==> src/rtl/edge_event_arbiter.sv <==
// Edge detector with per-channel pending/overflow flags and a one-entry
// round-robin event register that drains pending channels back-to-back.
module edge_event_arbiter #(
  parameter int NUM_CH = 4,
  parameter int CH_W   = $clog2(NUM_CH)
) (
  input  logic              clk,
  input  logic              reset,
  input  logic [NUM_CH-1:0] a_i,
  input  logic              cfg_we_i,
  input  logic [CH_W-1:0]   cfg_ch_i,
  input  logic [1:0]        cfg_edge_type_i,
  output logic              evt_valid_o,
  input  logic              evt_ready_i,
  output logic [CH_W-1:0]   evt_ch_o,
  output logic              evt_rise_o,
  output logic              evt_fall_o,
  output logic [NUM_CH-1:0] pend_o,
  output logic [NUM_CH-1:0] ovf_o
);

  localparam logic [0:0]      ST_EMPTY = 1'b0;
  localparam logic [0:0]      ST_FULL  = 1'b1;
  localparam logic [CH_W:0]   NUM_CH_L = (CH_W+1)'(NUM_CH);
  localparam logic [CH_W-1:0] LAST_CH  = CH_W'(NUM_CH - 1);

  logic [NUM_CH-1:0]      r_a_prev;
  logic [NUM_CH-1:0]      r_rise_pend;
  logic [NUM_CH-1:0]      r_fall_pend;
  logic [NUM_CH-1:0]      r_ovf;
  logic [NUM_CH-1:0]      r_pend;
  logic [NUM_CH-1:0][1:0] r_edge_type;
  logic [0:0]             r_state;
  logic [CH_W-1:0]        r_rr_ptr;
  logic [CH_W-1:0]        r_evt_ch;
  logic                   r_evt_rise;
  logic                   r_evt_fall;

  logic [NUM_CH-1:0] w_rise_det;
  logic [NUM_CH-1:0] w_fall_det;
  logic [NUM_CH-1:0] w_rise_en;
  logic [NUM_CH-1:0] w_fall_en;
  logic [NUM_CH-1:0] w_cfg_hit;
  logic [NUM_CH-1:0] w_cand;
  logic [NUM_CH-1:0] w_clr;
  logic [NUM_CH-1:0] w_rise_nxt;
  logic [NUM_CH-1:0] w_fall_nxt;
  logic [NUM_CH-1:0] w_ovf_nxt;
  logic [CH_W-1:0]   w_winner;
  logic              w_found;
  logic              w_handshake;
  logic              w_load;

  // Channel index base+off, wrapped into 0..NUM_CH-1.
  function automatic logic [CH_W-1:0] rr_idx(input logic [CH_W-1:0] base, input int off);
    logic [CH_W:0] sum;
    sum = {1'b0, base} + (CH_W+1)'(off);
    return (sum >= NUM_CH_L) ? CH_W'(sum - NUM_CH_L) : sum[CH_W-1:0];
  endfunction

  assign w_rise_det  = ~r_a_prev & a_i;
  assign w_fall_det  = r_a_prev & ~a_i;
  // A channel being reconfigured this cycle is not eligible for a grant.
  assign w_cand      = (r_rise_pend | r_fall_pend) & ~w_cfg_hit;
  assign w_found     = |w_cand;
  assign w_handshake = (r_state == ST_FULL) & evt_ready_i;
  assign w_load      = w_found & ((r_state == ST_EMPTY) | w_handshake);

  // Decode config hits and qualify detected edges by the channel's edge type.
  always_comb begin
    w_cfg_hit = '0;
    w_rise_en = '0;
    w_fall_en = '0;
    for (int i = 0; i < NUM_CH; i++) begin
      w_cfg_hit[i] = cfg_we_i & (cfg_ch_i == CH_W'(i));
      w_rise_en[i] = w_rise_det[i] & r_edge_type[i][0] & ~w_cfg_hit[i];
      w_fall_en[i] = w_fall_det[i] & r_edge_type[i][1] & ~w_cfg_hit[i];
    end
  end

  // Round-robin search; walking offsets downward lets the nearest candidate win.
  always_comb begin
    w_winner = '0;
    for (int off = NUM_CH - 1; off >= 0; off--) begin
      w_winner = w_cand[rr_idx(r_rr_ptr, off)] ? rr_idx(r_rr_ptr, off) : w_winner;
    end
  end

  // Next pending/overflow state: a grant and a new edge in the same cycle re-arm cleanly.
  always_comb begin
    w_clr      = '0;
    w_rise_nxt = '0;
    w_fall_nxt = '0;
    w_ovf_nxt  = '0;
    for (int i = 0; i < NUM_CH; i++) begin
      w_clr[i] = w_load & (w_winner == CH_W'(i));
      if (w_cfg_hit[i]) begin
        w_rise_nxt[i] = 1'b0;
        w_fall_nxt[i] = 1'b0;
        w_ovf_nxt[i]  = 1'b0;
      end else begin
        w_rise_nxt[i] = (r_rise_pend[i] & ~w_clr[i]) | w_rise_en[i];
        w_fall_nxt[i] = (r_fall_pend[i] & ~w_clr[i]) | w_fall_en[i];
        w_ovf_nxt[i]  = r_ovf[i]
                      | (w_rise_en[i] & r_rise_pend[i] & ~w_clr[i])
                      | (w_fall_en[i] & r_fall_pend[i] & ~w_clr[i]);
      end
    end
  end

  // Per-channel history, pending, overflow and edge-type registers.
  always_ff @(posedge clk or negedge reset) begin
    if (!reset) begin
      r_a_prev    <= '0;
      r_rise_pend <= '0;
      r_fall_pend <= '0;
      r_ovf       <= '0;
      r_pend      <= '0;
      r_edge_type <= '0;
    end else begin
      r_a_prev    <= a_i;
      r_rise_pend <= w_rise_nxt;
      r_fall_pend <= w_fall_nxt;
      r_ovf       <= w_ovf_nxt;
      r_pend      <= w_rise_nxt | w_fall_nxt;
      for (int i = 0; i < NUM_CH; i++) begin
        if (w_cfg_hit[i]) begin
          r_edge_type[i] <= cfg_edge_type_i;
        end
      end
    end
  end

  // One-entry event register: load on empty or on handshake, else hold.
  always_ff @(posedge clk or negedge reset) begin
    if (!reset) begin
      r_state    <= ST_EMPTY;
      r_rr_ptr   <= '0;
      r_evt_ch   <= '0;
      r_evt_rise <= 1'b0;
      r_evt_fall <= 1'b0;
    end else begin
      case (r_state)
        ST_EMPTY, ST_FULL: begin
          if (w_load) begin
            r_state    <= ST_FULL;
            r_evt_ch   <= w_winner;
            r_evt_rise <= r_rise_pend[w_winner];
            r_evt_fall <= r_fall_pend[w_winner];
            r_rr_ptr   <= (w_winner == LAST_CH) ? '0 : w_winner + 1'b1;
          end else if (w_handshake) begin
            r_state <= ST_EMPTY;
          end
        end
        default: r_state <= ST_EMPTY;
      endcase
    end
  end

  assign evt_valid_o = (r_state == ST_FULL);
  assign evt_ch_o    = r_evt_ch;
  assign evt_rise_o  = r_evt_rise;
  assign evt_fall_o  = r_evt_fall;
  assign pend_o      = r_pend;
  assign ovf_o       = r_ovf;

endmodule

==> config.mk <==
export PLATFORM = sky130hd
export DESIGN_NAME = edge_event_arbiter
export DESIGN_NICKNAME = d
export VERILOG_FILES = /design/src/rtl/edge_event_arbiter.sv
export SDC_FILE = /design/constraint.sdc
export NUM_CORES = 1
export LEC_CHECK = 0
export CAP_MARGIN = 20
export CORE_MARGIN = 1.5
export CORE_UTILIZATION = 53
export CTS_CLUSTER_DIAMETER = 60
export DETAILED_ROUTE_END_ITERATION = 16
export GPL_TIMING_DRIVEN = 0
export HOLD_SLACK_MARGIN = 0.02
export PLACE_DENSITY = 0.78
export SLEW_MARGIN = 10
export SYNTH_ARGS = -nofsm -noshare
export SYNTH_HDL_FRONTEND = slang
export SYNTH_SLANG_ARGS = --single-unit
==> constraint.sdc <==
create_clock -name clk -period 2.65 [get_ports clk]
set_input_delay 0.265 -clock clk [delete_from_list [all_inputs] [get_ports clk]]
set_output_delay 0.265 -clock clk [all_outputs]
set_load 0.1 [all_outputs]
# [Word level (Yosys, flattened, before mapping)]
# Cells that the tools add are included.
[classes] n_addsub=8 magnitude_cmp=9 n_eq_ne=6 n_mux=35 n_bitwise=84 reduce_logical=4
[ops] op="1-bit AND" count=50
[ops] op="1-bit 2-to-1 mux" count=20
[ops] op="2-bit 2-to-1 mux" count=9
[ops] op="1-bit bitwise OR" count=17
[ops] op="2-bit by 3-bit less-than comparator with 1-bit output (second input constant)" count=5
[ops] op="4-bit AND" count=3
[ops] op="1-bit binary-select mux with 2-bit select" count=6
[ops] op="4-bit inverter" count=3
[ops] op="3-bit >= comparator (second input constant)" count=3
[ops] op="1-bit inverter" count=9
[ops] op="2-bit equality test (second input constant)" count=4
[ops] op="4-bit bitwise OR" count=2
[ops] op="2-bit by 1-bit subtractor with 2-bit output (second input constant)" count=4
[ops] op="2-bit by 2-bit adder with 3-bit output (second input constant)" count=2
[ops] op="2-bit by 1-bit equality test with 1-bit output (second input constant)" count=2
[ops] op="2-bit zero test" count=2
[ops] op="4-bit OR reduction" count=1
[ops] op="2-bit by 1-bit adder with 3-bit output (second input constant)" count=1
[ops] op="2-bit by 3-bit >= comparator with 1-bit output (second input constant)" count=1
[ops] op="2-bit by 1-bit adder with 2-bit output (second input constant)" count=1
[ops] op="2-bit nonzero test" count=1
[word_totals] ff_bits=35 inputBits=12 output_inout_bits=13 wordCells=160

# [Depth between registers and ports, before layout]
[logic_depth] ltp_word=17 ltp_mapped=10 depth_no_buf=9

# [Worst setup path before layout]
# No wires, ideal clock.
[synth_path] path_type="reg2reg" from="reg r_state, in the netlist evt_valid_o" to="reg r_evt_ch[1], in the netlist evt_ch_o[1]" setup_time_ns=0.128 t_arrival_ns=1.811 slack_ns=0.711 stages_incl_launch_ff=5 path_buffers=1 period_less_slack_ns=1.939 cell_sequence="dfrtp_1 > nor2b_1 > a41oi_2 > buf_2 > mux2_1"
[synth_between] elab_chain_cells=3 word_cells_on_any_way=4 cone_classes="4 x bitwise"
[synth_lines] element="start, declared" line="33" rtl="logic [0:0] r_state;"
[synth_lines] element="start signal, assigned" line="137" rtl="r_state <= ST_EMPTY;"
[synth_lines] element="start signal, assigned" line="146" rtl="r_state <= ST_FULL;"
[synth_lines] element="start signal, assigned" line="152" rtl="r_state <= ST_EMPTY;"
[synth_lines] element="1-bit AND or 1-bit inverter (tied branches)"
[synth_lines] element="1-bit bitwise OR (*)" line="67" rtl="assign w_load = w_found & ((r_state == ST_EMPTY) | w_handshake);"
[synth_lines] element="1-bit AND (*)" line="67"
[synth_lines] element="end signal, assigned" line="147" rtl="r_evt_ch <= w_winner;"
[synth_lines] element="end, declared" line="35" rtl="logic [CH_W-1:0] r_evt_ch;"
# Every way passes the cells marked *; elsewhere a longest branch is shown, timed or not.
# A chain may end at the register's enable or synchronous reset.

# [Final worst setup path]
[layout_path] from="in cfg_we_i" to="reg r_pend[3], in the netlist pend_o[3]"
[layout_between] elab_chain_cells=16 word_cells_on_any_way=33 cone_classes="1 x eq/ne; 14 x mux; 17 x bitwise; 1 x reduce/logical"
[layout_lines] element="start, declared" line="10" rtl="input logic cfg_we_i,"
[layout_lines] element="1-bit AND" line="75" rtl="w_cfg_hit[i] = cfg_we_i & (cfg_ch_i == CH_W'(i));"
[layout_lines] element="4-bit inverter (*)" line="64" rtl="assign w_cand = (r_rise_pend | r_fall_pend) & ~w_cfg_hit;"
[layout_lines] element="4-bit AND (*)" line="64"
[layout_lines] element="1-bit binary-select mux with 2-bit select" line="85" rtl="w_winner = w_cand[rr_idx(r_rr_ptr, off)] ? rr_idx(r_rr_ptr, off) : w_winner;"
[layout_lines] element="1-bit 2-to-1 mux (implied by the code)" line="85"
[layout_lines] element="2-bit 2-to-1 mux (3 in series)" line="85"
[layout_lines] element="2-bit 2-to-1 mux (*)" line="85"
[layout_lines] element="net w_winner[1]" line="49" rtl="logic [CH_W-1:0] w_winner;"
[layout_lines] element="2-bit equality test (*)" line="96" rtl="w_clr[i] = w_load & (w_winner == CH_W'(i));"
[layout_lines] element="1-bit AND (*)" line="96"
[layout_lines] element="1-bit inverter (*)" line="102, 103"
[layout_lines] element="1-bit AND, on equally long branches" line="102, 103"
[layout_lines] element="1-bit bitwise OR, on equally long branches" line="102, 103"
[layout_lines] element="1-bit 2-to-1 mux" line="97" rtl="if (w_cfg_hit[i]) begin"
[layout_lines] element="4-bit bitwise OR (*)" line="125" rtl="r_pend <= w_rise_nxt | w_fall_nxt;"
[layout_lines] element="end signal, assigned" line="125"
[layout_lines] element="end, declared" line="31" rtl="logic [NUM_CH-1:0] r_pend;"
# The timed path passes the listed nets; every way through them passes the cells marked *. The select of a mux whose other input is x is not followed.

==> reports/results.ini <==
[run_status]
outcome=completed

[yosys]
netlist_top_cells_count=sky130_fd_sc_hd__dfrtp_1, sky130_fd_sc_hd__nand2_1, sky130_fd_sc_hd__a21oi_1, sky130_fd_sc_hd__nor2_1
post_synth_instance_area_um2=1705
synth-warning-count=0
ys_types=48
synth_top_cells_by_area=sky130_fd_sc_hd__dfrtp_1, sky130_fd_sc_hd__nand2_1, sky130_fd_sc_hd__ha_1
synth.most_common_cell=sky130_fd_sc_hd__dfrtp_1
count_of_flip_flops_with_a_built_in_enable_after_synthesis=0
yosys_register_bits=35
postSynth.topFlopCell=sky130_fd_sc_hd__dfrtp_1
syn-mean-instance-area_um2=11.37
seq_area_frac_synth=0.5136
netlist.top_cell.by_area=sky130_fd_sc_hd__dfrtp_1
netlist_instances=150
syn_nets=166
async_reset_ff_frac=1.000
synth_largest_type_area_fraction=0.5136

[worst_setup_path]
path_cells=clkdlybuf4s50_1, nor3b_2, or3_1, a21oi_1, a21oi_4, ha_1, a21oi_1, or3_1
stages_on_worst_setup_path=8
critical_path.max_stage_delay_ns=0.57
cp.arrival_ns=2.63
crit_slowest_cell=sky130_fd_sc_hd__clkdlybuf4s50_1
timing.setup.critical_path_class=in -> reg
cp_num_buf_inv=1
crit_path_max_fanout=9
critical_path.top_delay_family=simple AND/OR/NAND/NOR gates
critical_path.startpoint_type=input pin
reg2regPathDepth=7
worstPathRequired_ns=2.87
crit_path_end_kind=register

[sta]
unrepaired_setup_endpoints_after_global_routing=false
postLayoutSetupSlackWorst_ns=0.2332
period_share=0.9120
min_period_ns=2.417
tightestPinTransition_ns=0.9786
hold_viol_final=0
final_max_slew_viol_count=0
skew_ns=0.01583
maxSlewHeadroom=0.3455
fin_hold_ws_ns=0.3951
fmax_mhz=413.8
setup-violations-final=0

[route]
antenna_violating_nets_post_route=0
postRouteWirelength_um=3347
route.detailed.wl_per_inst_um=14.74
detail_route.vias_per_cell=5.630
detailedRoute.firstIterationViolations=47
route.detailed.drc=0
drt_pass1_iterations=4
vias=1278

[cells_and_area]
utilization=0.6734
final_area_um2=2056
post_route_cells_drive_above_1_share=0.1585
syn_to_final_growth_pct=20.54
antenna_cells=0
n_fill_cell=249
nNetsFinal=198

[clock_tree]
clk_path_buf_depth=2
ctsResizeCount=0
htree_num_levels=2
post_cts_hold_buffer_count=1
worst_skew_pair.late_latency_ns=0.34
tritoncts.num_buffers=5
tritoncts=yes
post-cts-setup-buffer-count=0
root_buffer=sky130_fd_sc_hd__clkbuf_4
clock_pin_slew_reported_for_the_worst_setup_and_hold_paths_after_clock_tree_synthesis_ns=0.11
clkSinkCount=35

[die]
rows=20
pin_count=25
die_area_um2=3567
die_w_um=59.73
start_util=0.5586
floorplan.core_area_um2=3053
die_h_um=59.73

[global_routing]
grt_first_pass_wirelength_um=5644
globalRoute.totalOverflow=0
grt_max_degree=36
grt_antenna_before_repair=0
globalRouteTotalUtil=0.2199
first_global_vias=1220

[place]
gpl.final_weighted_congestion=0.8187
place.port_buffers=24
placedInstanceArea_um2=1996
dp_slack_ns=-0.1025
place_hpwl_um=2434

[worst_hold_path]
min_path_type=in -> reg
hold_path_depth=1

[job]
number_of_max_cap_violations=0

## final timing paths
check | startpoint | end | slack (ns)
worst max-delay path | cfg_we_i | pend_o[3] | 0.23
worst min-delay path | a_i[1] | r_a_prev[1] | 0.40
worst max register to register | r_fall_pend[1] | pend_o[3] | 0.52
worst min register to register | r_edge_type[0] | r_edge_type[0] | 0.49
max in group asynchronous | reset | r_a_prev[0] | 1.63
min in group asynchronous | reset | evt_ch_o[0] | 0.51
## kinds of logic after synthesis
| family | count (synthesis) | synth area share |
|---|---|---|
| muxes | 10 | 0.06309 |
| DFF | 35 | 0.5136 |
| and+or+nand+nor | 58 | 0.1996 |
| adders and majority gates | 4 | 0.02935 |
| buffers and inverters | 7 | 0.02053 |
| AOI/OAI and AO/OA | 36 | 0.1739 |
## area by class of cell
| type | instances | area (um^2) | area share |
|---|---|---|---|
| Clock buffer | 7 | 45.04 | 0.02191 |
| Timing Repair Buffer | 25 | 245.2 | 0.1193 |
| Inverter | 4 | 15.01 | 0.007304 |
| Tap cell | 44 | 55.05 | 0.02678 |
| Clock inverter | 1 | 5.005 | 0.002435 |
| Buffer | 3 | 20.02 | 0.009738 |
| Sequential cell | 35 | 875.8 | 0.4261 |
| Multi-Input combinational cell | 108 | 794.5 | 0.3865 |
## per-layer routing
layer,part of all wire,global-route usage
met5,0,0
met4,0.020,0.1333
met3,0.046,0.04762
met2,0.49,0.3385
met1,0.45,0.2831
## layout by cell type (no fill, tap or decap), types with 2 or more instances in the layout
cell | netlist | routed
sky130_fd_sc_hd__o21ai_1 | 3 | 3
sky130_fd_sc_hd__nand2_1 | 25 | 25
sky130_fd_sc_hd__mux2_2 | 4 | 4
sky130_fd_sc_hd__clkdlybuf4s50_1 | 0 | 23
sky130_fd_sc_hd__and4b_1 | 4 | 4
sky130_fd_sc_hd__o21ai_2 | 2 | 2
sky130_fd_sc_hd__a31o_1 | 2 | 2
sky130_fd_sc_hd__a21o_1 | 2 | 2
sky130_fd_sc_hd__a21oi_1 | 6 | 6
sky130_fd_sc_hd__clkbuf_4 | 0 | 5
sky130_fd_sc_hd__clkbuf_1 | 1 | 3
sky130_fd_sc_hd__mux2i_1 | 4 | 4
sky130_fd_sc_hd__nand2b_1 | 2 | 2
sky130_fd_sc_hd__or3_1 | 2 | 2
sky130_fd_sc_hd__nor3_1 | 4 | 4
sky130_fd_sc_hd__a22oi_1 | 3 | 3
sky130_fd_sc_hd__inv_1 | 4 | 4
sky130_fd_sc_hd__ha_1 | 4 | 4
sky130_fd_sc_hd__o21ai_0 | 2 | 2
sky130_fd_sc_hd__mux2_1 | 2 | 2
sky130_fd_sc_hd__dfrtp_1 | 35 | 35
sky130_fd_sc_hd__nor2_1 | 5 | 5
sky130_fd_sc_hd__a31o_2 | 4 | 4
sky130_fd_sc_hd__nand3b_1 | 2 | 2
sky130_fd_sc_hd__buf_2 | 1 | 2
sky130_fd_sc_hd__o21a_1 | 3 | 3
## state kept, by name, summed over array words and instances, names as in the netlist
signal,count
r_rise_pend,4
r_fall_pend,4
ovf_o,4
r_rr_ptr,2
pend_o,4
evt_valid_o,1
evt_rise_o,1
evt_ch_o,2
r_edge_type,8
evt_fall_o,1
r_a_prev,4
## through the flow
step            TNS, ns  cells
2_1_floorplan         0    150
3_3_place_gp   -0.03542    218
3_5_place_dp    -0.1758    218
4_1_cts               0    227
5_1_grt               0    227
6_report              0    227
## worst register-to-register path, stage by stage, from the launching register on
cell and delay (ns):
sky130_fd_sc_hd__dfrtp_1 0.42, sky130_fd_sc_hd__or2_2 0.32, sky130_fd_sc_hd__nand2_2 0.16, sky130_fd_sc_hd__a21oi_1 0.13, sky130_fd_sc_hd__a21oi_4 0.30, sky130_fd_sc_hd__ha_1 0.28
sky130_fd_sc_hd__a21oi_1 0.08, sky130_fd_sc_hd__or3_1 0.31
Power is left out: the tool's default activity adds up to more than one toggle a clock period on the data nets, which glitch-free logic cannot reach.
